[src/rtl/sort4_alu.sv]
// sort4_alu: sequential four-element ascending sorter.
//   Performs one compare-swap per clock over the fixed network
//   (0,1) (1,2) (2,3) (0,1) (1,2) (0,1). Every comparison is made by the
//   team ALU in SUB mode, and its borrow flag selects the swap.
// Ports:
//   clk, rst_n       clock, asynchronous active-low reset
//   start            load x0..x3 and begin a sort (honoured in IDLE/DONE only)
//   x0..x3  [N-1:0]  unsorted operands, captured on the accepting edge
//   s0..s3  [N-1:0]  working registers; ascending result in DONE (s0 smallest)
//   busy             high while compare-swaps are in progress
//   done             high in DONE until the next accepted start
//
// alu: team ALU (combinational).
//   a, b [N-1:0]  operands        m [2:0]  operation select
//   y    [N-1:0]  result          cf       carry / borrow / shifted-out bit
//   of            signed overflow zf       result is zero

module alu #(
  parameter int unsigned N = 4
) (
  input  logic [N-1:0] a,
  input  logic [N-1:0] b,
  input  logic [2:0]   m,
  output logic [N-1:0] y,
  output logic         cf,
  output logic         of,
  output logic         zf
);

  logic [N:0] ext;

  always_comb begin
    ext = '0;
    y   = '0;
    cf  = 1'b0;
    of  = 1'b0;
    case (m)
      3'd0: begin
        ext = {1'b0, a} + {1'b0, b};
        y   = ext[N-1:0];
        cf  = ext[N];
        of  = (a[N-1] == b[N-1]) && (y[N-1] != a[N-1]);
      end
      3'd1: begin
        // The extra top bit of the widened difference is the borrow: set iff a < b.
        ext = {1'b0, a} - {1'b0, b};
        y   = ext[N-1:0];
        cf  = ext[N];
        of  = (a[N-1] != b[N-1]) && (y[N-1] != a[N-1]);
      end
      3'd2: y = a & b;
      3'd3: y = a | b;
      3'd4: y = a ^ b;
      3'd5: y = ~a;
      3'd6: begin
        y  = {a[N-2:0], 1'b0};
        cf = a[N-1];
      end
      default: begin
        y  = {1'b0, a[N-1:1]};
        cf = a[0];
      end
    endcase
    zf = (y == '0);
  end

endmodule

module sort4_alu #(
  parameter int unsigned N = 4
) (
  input  logic         clk,
  input  logic         rst_n,
  input  logic         start,
  input  logic [N-1:0] x0,
  input  logic [N-1:0] x1,
  input  logic [N-1:0] x2,
  input  logic [N-1:0] x3,
  output logic [N-1:0] s0,
  output logic [N-1:0] s1,
  output logic [N-1:0] s2,
  output logic [N-1:0] s3,
  output logic         busy,
  output logic         done
);

  typedef enum logic [2:0] {
    S_IDLE,
    S_C1,
    S_C2,
    S_C3,
    S_C4,
    S_C5,
    S_C6,
    S_DONE
  } state_t;

  state_t       state_q, state_d;
  logic [N-1:0] r_q [4];
  logic [N-1:0] r_d [4];
  logic         busy_q, busy_d;
  logic         done_q, done_d;

  logic [1:0]   idx_lo, idx_hi;
  logic [N-1:0] alu_a, alu_b, alu_y;
  logic         alu_cf, alu_of, alu_zf;
  logic         alu_unused;

  // Lower index of the pair compared in the current state.
  always_comb begin
    idx_lo = 2'd0;
    case (state_q)
      S_C2, S_C5: idx_lo = 2'd1;
      S_C3:       idx_lo = 2'd2;
      default:    idx_lo = 2'd0;
    endcase
    idx_hi = idx_lo + 2'd1;
    alu_a  = r_q[idx_hi];
    alu_b  = r_q[idx_lo];
  end

  alu #(.N(N)) u_alu (
    .a  (alu_a),
    .b  (alu_b),
    .m  (3'd1),
    .y  (alu_y),
    .cf (alu_cf),
    .of (alu_of),
    .zf (alu_zf)
  );

  // Only the borrow flag takes part in the sort.
  assign alu_unused = ^{alu_y, alu_of, alu_zf};

  always_comb begin
    state_d = state_q;
    r_d     = r_q;
    case (state_q)
      S_IDLE, S_DONE: begin
        if (start) begin
          r_d[0]  = x0;
          r_d[1]  = x1;
          r_d[2]  = x2;
          r_d[3]  = x3;
          state_d = S_C1;
        end
      end
      default: begin
        // Borrow set means r[i+1] < r[i]; equal values stay put (stable).
        if (alu_cf) begin
          r_d[idx_lo] = r_q[idx_hi];
          r_d[idx_hi] = r_q[idx_lo];
        end
        case (state_q)
          S_C1:    state_d = S_C2;
          S_C2:    state_d = S_C3;
          S_C3:    state_d = S_C4;
          S_C4:    state_d = S_C5;
          S_C5:    state_d = S_C6;
          default: state_d = S_DONE;
        endcase
      end
    endcase
    busy_d = (state_d != S_IDLE) && (state_d != S_DONE);
    done_d = (state_d == S_DONE);
  end

  always_ff @(posedge clk or negedge rst_n) begin
    if (!rst_n) begin
      state_q <= S_IDLE;
      for (int unsigned i = 0; i < 4; i++) r_q[i] <= '0;
      busy_q  <= 1'b0;
      done_q  <= 1'b0;
    end else begin
      state_q <= state_d;
      r_q     <= r_d;
      busy_q  <= busy_d;
      done_q  <= done_d;
    end
  end

  assign s0   = r_q[0];
  assign s1   = r_q[1];
  assign s2   = r_q[2];
  assign s3   = r_q[3];
  assign busy = busy_q;
  assign done = done_q;

endmodule
[config.mk]
export PLATFORM = sky130hd
export DESIGN_NAME = sort4_alu
export DESIGN_NICKNAME = d
export VERILOG_FILES = /design/src/rtl/sort4_alu.sv
export SDC_FILE = /design/constraint.sdc
export NUM_CORES = 1
export LEC_CHECK = 0
export ABC_AREA = 0
export CAP_MARGIN = 20
export CORE_MARGIN = 8
export CORE_UTILIZATION = 44
export CTS_CLUSTER_SIZE = 14
export DETAILED_ROUTE_END_ITERATION = 7
export PLACE_DENSITY_LB_ADDON = 0.15
export SLEW_MARGIN = 25
export SYNTH_ARGS = -nofsm -noshare
export SYNTH_HDL_FRONTEND = slang
export SYNTH_SLANG_ARGS = --single-unit
[constraint.sdc]
create_clock -name clk -period 8.02 [get_ports clk]
set_clock_uncertainty 0.05 [all_clocks]
set_input_delay 1.203 -clock clk [delete_from_list [all_inputs] [get_ports clk]]
set_output_delay 1.203 -clock clk [all_outputs]
set_load 0.01 [all_outputs]
# Word-level counts from Yosys, hierarchy flattened
# Cells that the tools add are included.
# totals
reg_bits	21
in_bits	19
elab_cells	52
# classes
addsub	2
n_lt_le_gt_ge	4
eq_ne	9
mux	19
n_bitwise	2
n_reduce_logical	9
# ops
cell	count
$mux 16	3
$bwmux 16	2
$mux 4	6
$bmux 4 s2	2
$demux 4 s2	2
$pmux 3 s5	1
$eq 3x3->1 const B	4
$eq 3x2->1 const B	2
$ge 3x3->1 const B	2
$lt 3x1->1 const B	2
$mux 3	2
$not 2->3	2
$sub 4x4->5	1
$pmux 2 s2	1
$reduce_or 2->1	2
$eq 3x1->1 const B	1
$logic_and 1x1->1	3
$logic_not 3->1	1
$ne 3x3->1 const B	1
$reduce_bool 3->1	1
$add 2x1->2 const B	1
$ne 2x2->1 const B	1
$reduce_and 2->1	1
$reduce_bool 2->1	1

# Depth between registers and ports, before layout
# logic_depth
depth_word	12
ltp_mapped	17
depth_no_buf	13

# Hierarchy
# From an unflattened synthesis, not the netlist that was laid out.
# unflattened
cells_unflattened	392
hier_area_um2	2932.8
# modules_own_cells
mod	n_inst	cells_per_inst	area_per_inst_um2
sort4_alu	1	294	2167.1
alu	1	98	765.7

# Least setup slack after synthesis
# No wires, ideal clock.
# synth_path
kind	register to register
startpoint	reg state_q[1]
endpoint	reg r_q (netlist bit s2[1])
setup_ns	0.125
t_arrival_ns	3.539
required_time_ns	7.845
slack_ns	4.306
path_stages_with_launch	16
path_buffers	4
synth_period_minus_slack_ns	3.714
cell_sequence	dfrtp_1 > buf_2 > buf_2 > buf_2 > a21oi_1 > ha_1 > clkbuf_1 > nand2_1 > a211oi_1 > nor2_1 > o21ai_0 > ha_1 > a2111oi_0 > o211a_1 > o32a_2 > mux2_4
# synth_between
elab_chain_len	12
# synth_rtl
item	line_no	text
from (decl)	98	state_t state_q, state_d;
from (signal assigned)	175	state_q <= state_d;
parallel branches: the longest is 12 deep, another holds $sub 4x4->5	-	
to (signal assigned)	176	r_q <= r_d;
to (decl)	99	logic [N-1:0] r_q [4];
# Parallel ways; which one is timed is not known. The select of a mux whose other input is x is not followed.
# A chain may end at the register's enable or synchronous reset.

# Worst setup path in the final report
# layout_path
startpoint	reg state_q[1]
endpoint	reg r_q (netlist bit s3[3])
# Same word-level chain as after synthesis.

==> results.md <==
- Status: finished clean
- HP Class: reg -> reg
- Die area: 7175 sq um
- Proportion of layout cells with a drive suffix above 1: 0.08614
- GPL Wtd Cong: 0.9202
- Worst-Skew Late Latency: 0.28 ns
- Endpoint type of the worst setup path: register
- Unrepaired setup endpoints after global routing: no
- CTS root buffer: clkbuf_8
- Synth area leaders: dfrtp_1, mux2i_1, ha_1
- Area growth, synth to finish: 18.74%
- Max Root-Sink Buffers: 2
- Worst EP arrival: 4.62 ns
- Synth Area in Compound Gates: 0.3223
- Top delay family on crit path: compound AO/OA/AOI/OAI gates
- Vias in the first global route: 2006
- Syn. warnings: 0
- Core Rows: 25
- Slowest Stage Delay on Critical Path: 0.66 ns
- Area of the mapped netlist: 2077 sq um
- Ys async rst share: 1.000
- Setup crit start kind: register
- Fin. Hold Viols: 0
- First-pass GRT wire length: 10.60 mm
- Iteration-0 DRC Markers: 184
- Simple-gate portion of the synthesized area: 0.1789
- Post-route ant nets: 0
- Ant diodes: 0
- Core ar.: 4629 sq um
- Worst Tran Pin Value: 0.8908 ns
- Via density per instance: 6.536
- WL per Instance: 19.96 um
- Sink Count: 21
- GRT Total Usage: 0.1812
- Total CTS buffers: 3
- Syn nets: 271
- Setup-failing EPs final: 0
- Synth Area per Inst: 8.583 sq um
- Post-Synth Adder-Cell Area: 0.06024
- Buffers on Ports: 36
- Slowest cell on crit path: dfrtp_1
- Fin crit share: 0.5622
- Cts hold-fix bufs: 0
- Post CTS Setup Buffer Count: 0
- Largest family of logic cells by synthesized area: compound AO/OA/AOI/OAI gates
- Die X: 84.71 um
- Final TNS setup: 0 ns
- Post-synth EDFFs: 0
- Post-route DRC: 0
- CP most frequent cell: ha_1
- Post-DP HPWL: 4.678 mm
- Max-Slew Margin vs Limit: 0.4006
- Nets@finish: 297
- CP required: 8.13 ns
- CTS tree: done
- Buf/Inv on CP: 1
- Largest net degree at the start of global routing: 38
- Synthesized netlist cell count: 242
- Clk pin slew, worst setup/hold paths: 0.09 ns
- Post-synthesis sequential area ratio: 0.2530
- Commonest cells post-synth: a21oi_1, dfrtp_1, inv_1
- Yosys cell types: 52
- Top_reg_cell synth: dfrtp_1
- CP max FO: 24
- WS Path Type: reg -> reg
- Gr ovfl total: 0
- Initial core utilization: 0.4486
- Fill cell count: 453
- Top-area cell type share of the netlist area: 0.2530
- WHS: 0.5504 ns
- Tmin final: 4.509 ns
- Post-CTS sizing: 0
- XOR/XNOR Fraction of Synth Area: 0
- Final wirelength: 6.407 mm
- Multiplexer area fraction after synthesis: 0.1024
- Max-cap violation count: 0
- Most frequent cell after synthesis: a21oi_1
- Die Y: 84.71 um
- I/O pins: 37
- #FFs+latches synth: 21
- DR vias: 2098
- Largest area contributor in the netlist: dfrtp_1
- Antenna violations before repair: 0
- Max-slew violations: 0
- # H-tree levels: 1
- Max Freq: 0.2218 GHz
- TritonRoute pass-1 iters: 5
- Crit-path cells: buf_4 > and3b_1 > a21oi_1 > ha_1 > nand2_1 > a211oi_1 > nor2_1 > o21ai_0 > ha_1 > a2111oi_0 > o211a_1 > o32a_2 > mux2_4
==> metrics by stage <==
step	util	setup slack, ns	cells	cell area [sq um]
6_report	0.5327	3.511	321	2466
5_1_grt	0.5327	3.185	321	2466
4_1_cts	0.5338	3.595	321	2471
3_5_place_dp	0.5232	3.642	317	2422
3_3_place_gp	0.5232	3.709	317	2422
2_1_floorplan	-	4.306	242	2077
==> worst paths after layout <==
path | from | endpoint | slack, ns | depth (start not counted)
hold / removal | s3[0]$_DFFE_PN0P_ | s3[0]$_DFFE_PN0P_ | 0.55 | 2
min in group asynchronous | rst_n | s1[3]$_DFFE_PN0P_ | 0.83 | 1
setup / recovery | state_q[1]$_DFF_PN0_ | s3[3]$_DFFE_PN0P_ | 3.51 | 13
max in group asynchronous | rst_n | s3[3]$_DFFE_PN0P_ | 6.74 | 1
hold reg to reg | s3[0]$_DFFE_PN0P_ | s3[0]$_DFFE_PN0P_ | 0.55 | 2
setup reg to reg | state_q[1]$_DFF_PN0_ | s3[3]$_DFFE_PN0P_ | 3.51 | 13
==> layout by cell type (no fill, tap or decap), types with 2 or more instances in the layout <==
cell             instances
a211oi_1                 4
a21o_1                   3
a21oi_1                 22
a221o_1                  3
a221oi_1                11
a222oi_1                 6
a22o_1                   5
a31oi_1                  4
and2_1                   7
and3_1                   3
buf_4                    3
clkbuf_8                 3
clkdlybuf4s50_1         35
dfrtp_1                 21
ha_1                    10
inv_1                   17
mux2_4                   4
mux2i_1                 13
nand2_1                 11
nand3_1                  7
nand4_1                  4
nor2_1                  12
nor2b_1                  2
nor3_1                   4
nor3b_1                  4
nor4_1                   3
o21a_1                   3
o21ai_0                 10
o22a_1                   3
o22ai_1                  4
o32a_2                   4
or3b_1                   2
==> cell families after synthesis <==
logic type | Yosys count
buffers and inverters | 36
adders and majority gates | 10
and+or+nand+nor | 67
DFF | 21
AOI/OAI and AO/OA | 90
muxes | 18
==> layout make-up <==
class                           count  area [sq um]  share of cell area
Tap cell                           54         67.56             0.02740
Multi-Input combinational cell    185          1379              0.5591
Sequential cell                    21         525.5              0.2131
Inverter                           18         67.56             0.02740
Timing Repair Buffer               39         377.9              0.1532
Clock buffer                        3         41.29             0.01674
Clock inverter                      1         7.507            0.003044
==> state kept, by name, summed over array words and instances (netlist names) <==
name,cells
busy,1
done,1
s0,4
s1,4
s2,4
s3,4
state_q,3
==> worst reg2reg max path: cells and delay by family, from the launching register on <==
kind                     cells  cell delay [ns]
AO/OA/AOI/OAI                6             1.84
adder cells (fa/ha/maj)      2             0.70
flip-flops                   1             0.66
AND/OR/NAND/NOR              3             0.48
buffers and inverters        1             0.34
multiplexers                 1             0.31
==> per-layer routing <==
layer / global-route usage / vias to the layer above / share of wire
li1: - / 999 / -
met1: 0.2491 / 999 / 0.46
met2: 0.2878 / 89 / 0.47
met3: 0.02537 / 11 / 0.056
met4: 0.04531 / 0 / 0.013
met5: 0 / - / 0
Power is left out: the tool's default activity adds up to more than one toggle a clock period on the data nets, which glitch-free logic cannot reach.
==> RTL edit: new RTL, config.mk and constraints unchanged <==
`N` is set to 4 in 2 places; all go to 8.
--- a/src/rtl/sort4_alu.sv
+++ b/src/rtl/sort4_alu.sv
@@ -18,3 +18,3 @@
 module alu #(
-  parameter int unsigned N = 4
+  parameter int unsigned N = 8
 ) (
@@ -69,3 +69,3 @@
 module sort4_alu #(
-  parameter int unsigned N = 4
+  parameter int unsigned N = 8
 ) (
Interface: changed (8 resized); port bits go from 37 to 69. No check against the original RTL was run, so the function may have changed too.
==> RTL edit against the original RTL <==
Area after synthesis is 61% higher; sequential cell count is 16 higher; design area is 67% higher; wire length is 74% higher; first-iteration DRC count is 110% higher; largest cell class unchanged; worst setup slack worse by 420 ps; critical path depth is 1 lower; critical path type unchanged; synthesized cell count is 69% higher.
Power is left out: the tool's default activity adds up to more than one toggle a clock period on the data nets, which glitch-free logic cannot reach.
==> RTL edit: results (changes against the original RTL) <==
metric,value,unit,change
htree_levels,2,,+1
synth_area_leaders,"dfrtp_1 28%, mux2_2 8.4%, o21ai_0 7.9%",,
drt_iter0_drc,379,,+110%
portBuffers,68,,+89%
crit_path_start,state_q[1],,
clkLatencyLatePin,300,ps,+20 ps
cts.path.max_buffers,2,,unchanged
holdPathEnd,s3[2],,
worstReg2RegEnd,s1[5],,
cts_buffers,5,,+2
worst_r2r_path_depth,12,,-1
r2r_slack,3090,ps,-420 ps
dp_hpwl,7.57,mm,+62%
first_pass_iters,5,,unchanged
via_count,3522,,+68%
antenna_found_initial,0,,unchanged
nets,500,,+68%
syn_nets,456,,+68%
wl_met3,942,um,+160%
route.met2.wl,5.07,mm,+69%
cp.arrival,5060,ps,+440 ps
grt_usage,21.5,%,+3.4 points
clk_pin_slew_worst_paths,80,ps,
routedWlPerCell,20.0,um,+0.13%
grt_max_degree,72,,+89%
gp_congestion,0.877,,-4.7%
cp_max_fo,71,,+200%
cts-resized-gates,0,,unchanged
ys_types,51,,-1.9%
ys_async_sr_fraction,100,%,unchanged
fillers,722,,+59%
ys_warn_count,0,,unchanged
hold_depth,1,,-1
worstHoldStart,s3[2],,
hold_viol,0,,unchanged
yosysSeqAreaShare,27.6,%,+2.3 points
grt_pass1_vias,3317,,+65%
drive_above_1_share,11.9,%,+3.3 points
slew_headroom,41.8,%,+1.7 points
cts_setup_buffers,0,,unchanged
diodes,0,,unchanged
grt_pass1_wl,18.0,mm,+69%
synthTopCellsByCount,"53 x o21ai_0, 40 x nor2_1, 37 x dfrtp_1",,
status,"complete, no violations",,
cts_root_buffer,clkbuf_8,,
yosys_most_used_dff,dfrtp_1,,
dr.max_layer_used,met4,,
hold_class,flip-flop to flip-flop,,
wl_met1,4.92,mm,+66%
## RTL edit: area by class of cell
cell class	instances	share of cell area (%)
inverter	13	1.18
multi-input combinational	326	54.1
sequential	37	22.5
tap	102	3.09
clock buffer	8	2.18
timing repair buffer	71	16.9
## RTL edit: worst max path at each step
stage            end  slack [ps]  depth (start not counted)
2_1_floorplan  s1[0]        4100                         14
3_3_place_gp   s1[3]        2940                         12
3_5_place_dp   s1[5]        2830                         12
4_1_cts        s1[5]        2810                         12
5_1_grt        s1[5]        2910                         12
6_report       s1[5]        3090                         12
## RTL edit: through the flow
step           hold slack (ps)  setup slack, ps  std cells  cell area (sq um)
3_3_place_gp               521             2940        549               4040
2_1_floorplan              558             4100        410               3350
3_5_place_dp               534             2830        549               4040
4_1_cts                    552             2810        557               4130
5_1_grt                    589             2910        557               4130
6_report                   541             3090        557               4130
## RTL edit: worst max-delay path, cell delays in order, from the launching register on
cell and delay [ps]:
dfrtp_4 870, inv_2 380, mux2i_4 350, ha_1 590, mux2_2 460, ha_1 330, a21o_1 180, a21oi_1 130
o21ai_1 110, a2111oi_4 550, nor2b_1 230, a21oi_2 180, mux2_1 360
## RTL edit: cells by family after synthesis
family	after synthesis	synth area share, %
fa+ha+maj	11	4.11
simple gates	107	15.2
compound gates	167	33.6
xor+xnor	1	0.261
mux	40	13.5
buf+inv	47	5.68
flops	37	27.6
## RTL edit: metal layers
| metal | vias to the layer above | global-route usage [%] |
|---|---|---|
| met5 | - | 0 |
| met4 | 0 | 6.90 |
| met3 | 18 | 3.82 |
| met2 | 183 | 32.6 |
| met1 | 1681 | 30.2 |
| li1 | 1640 | - |
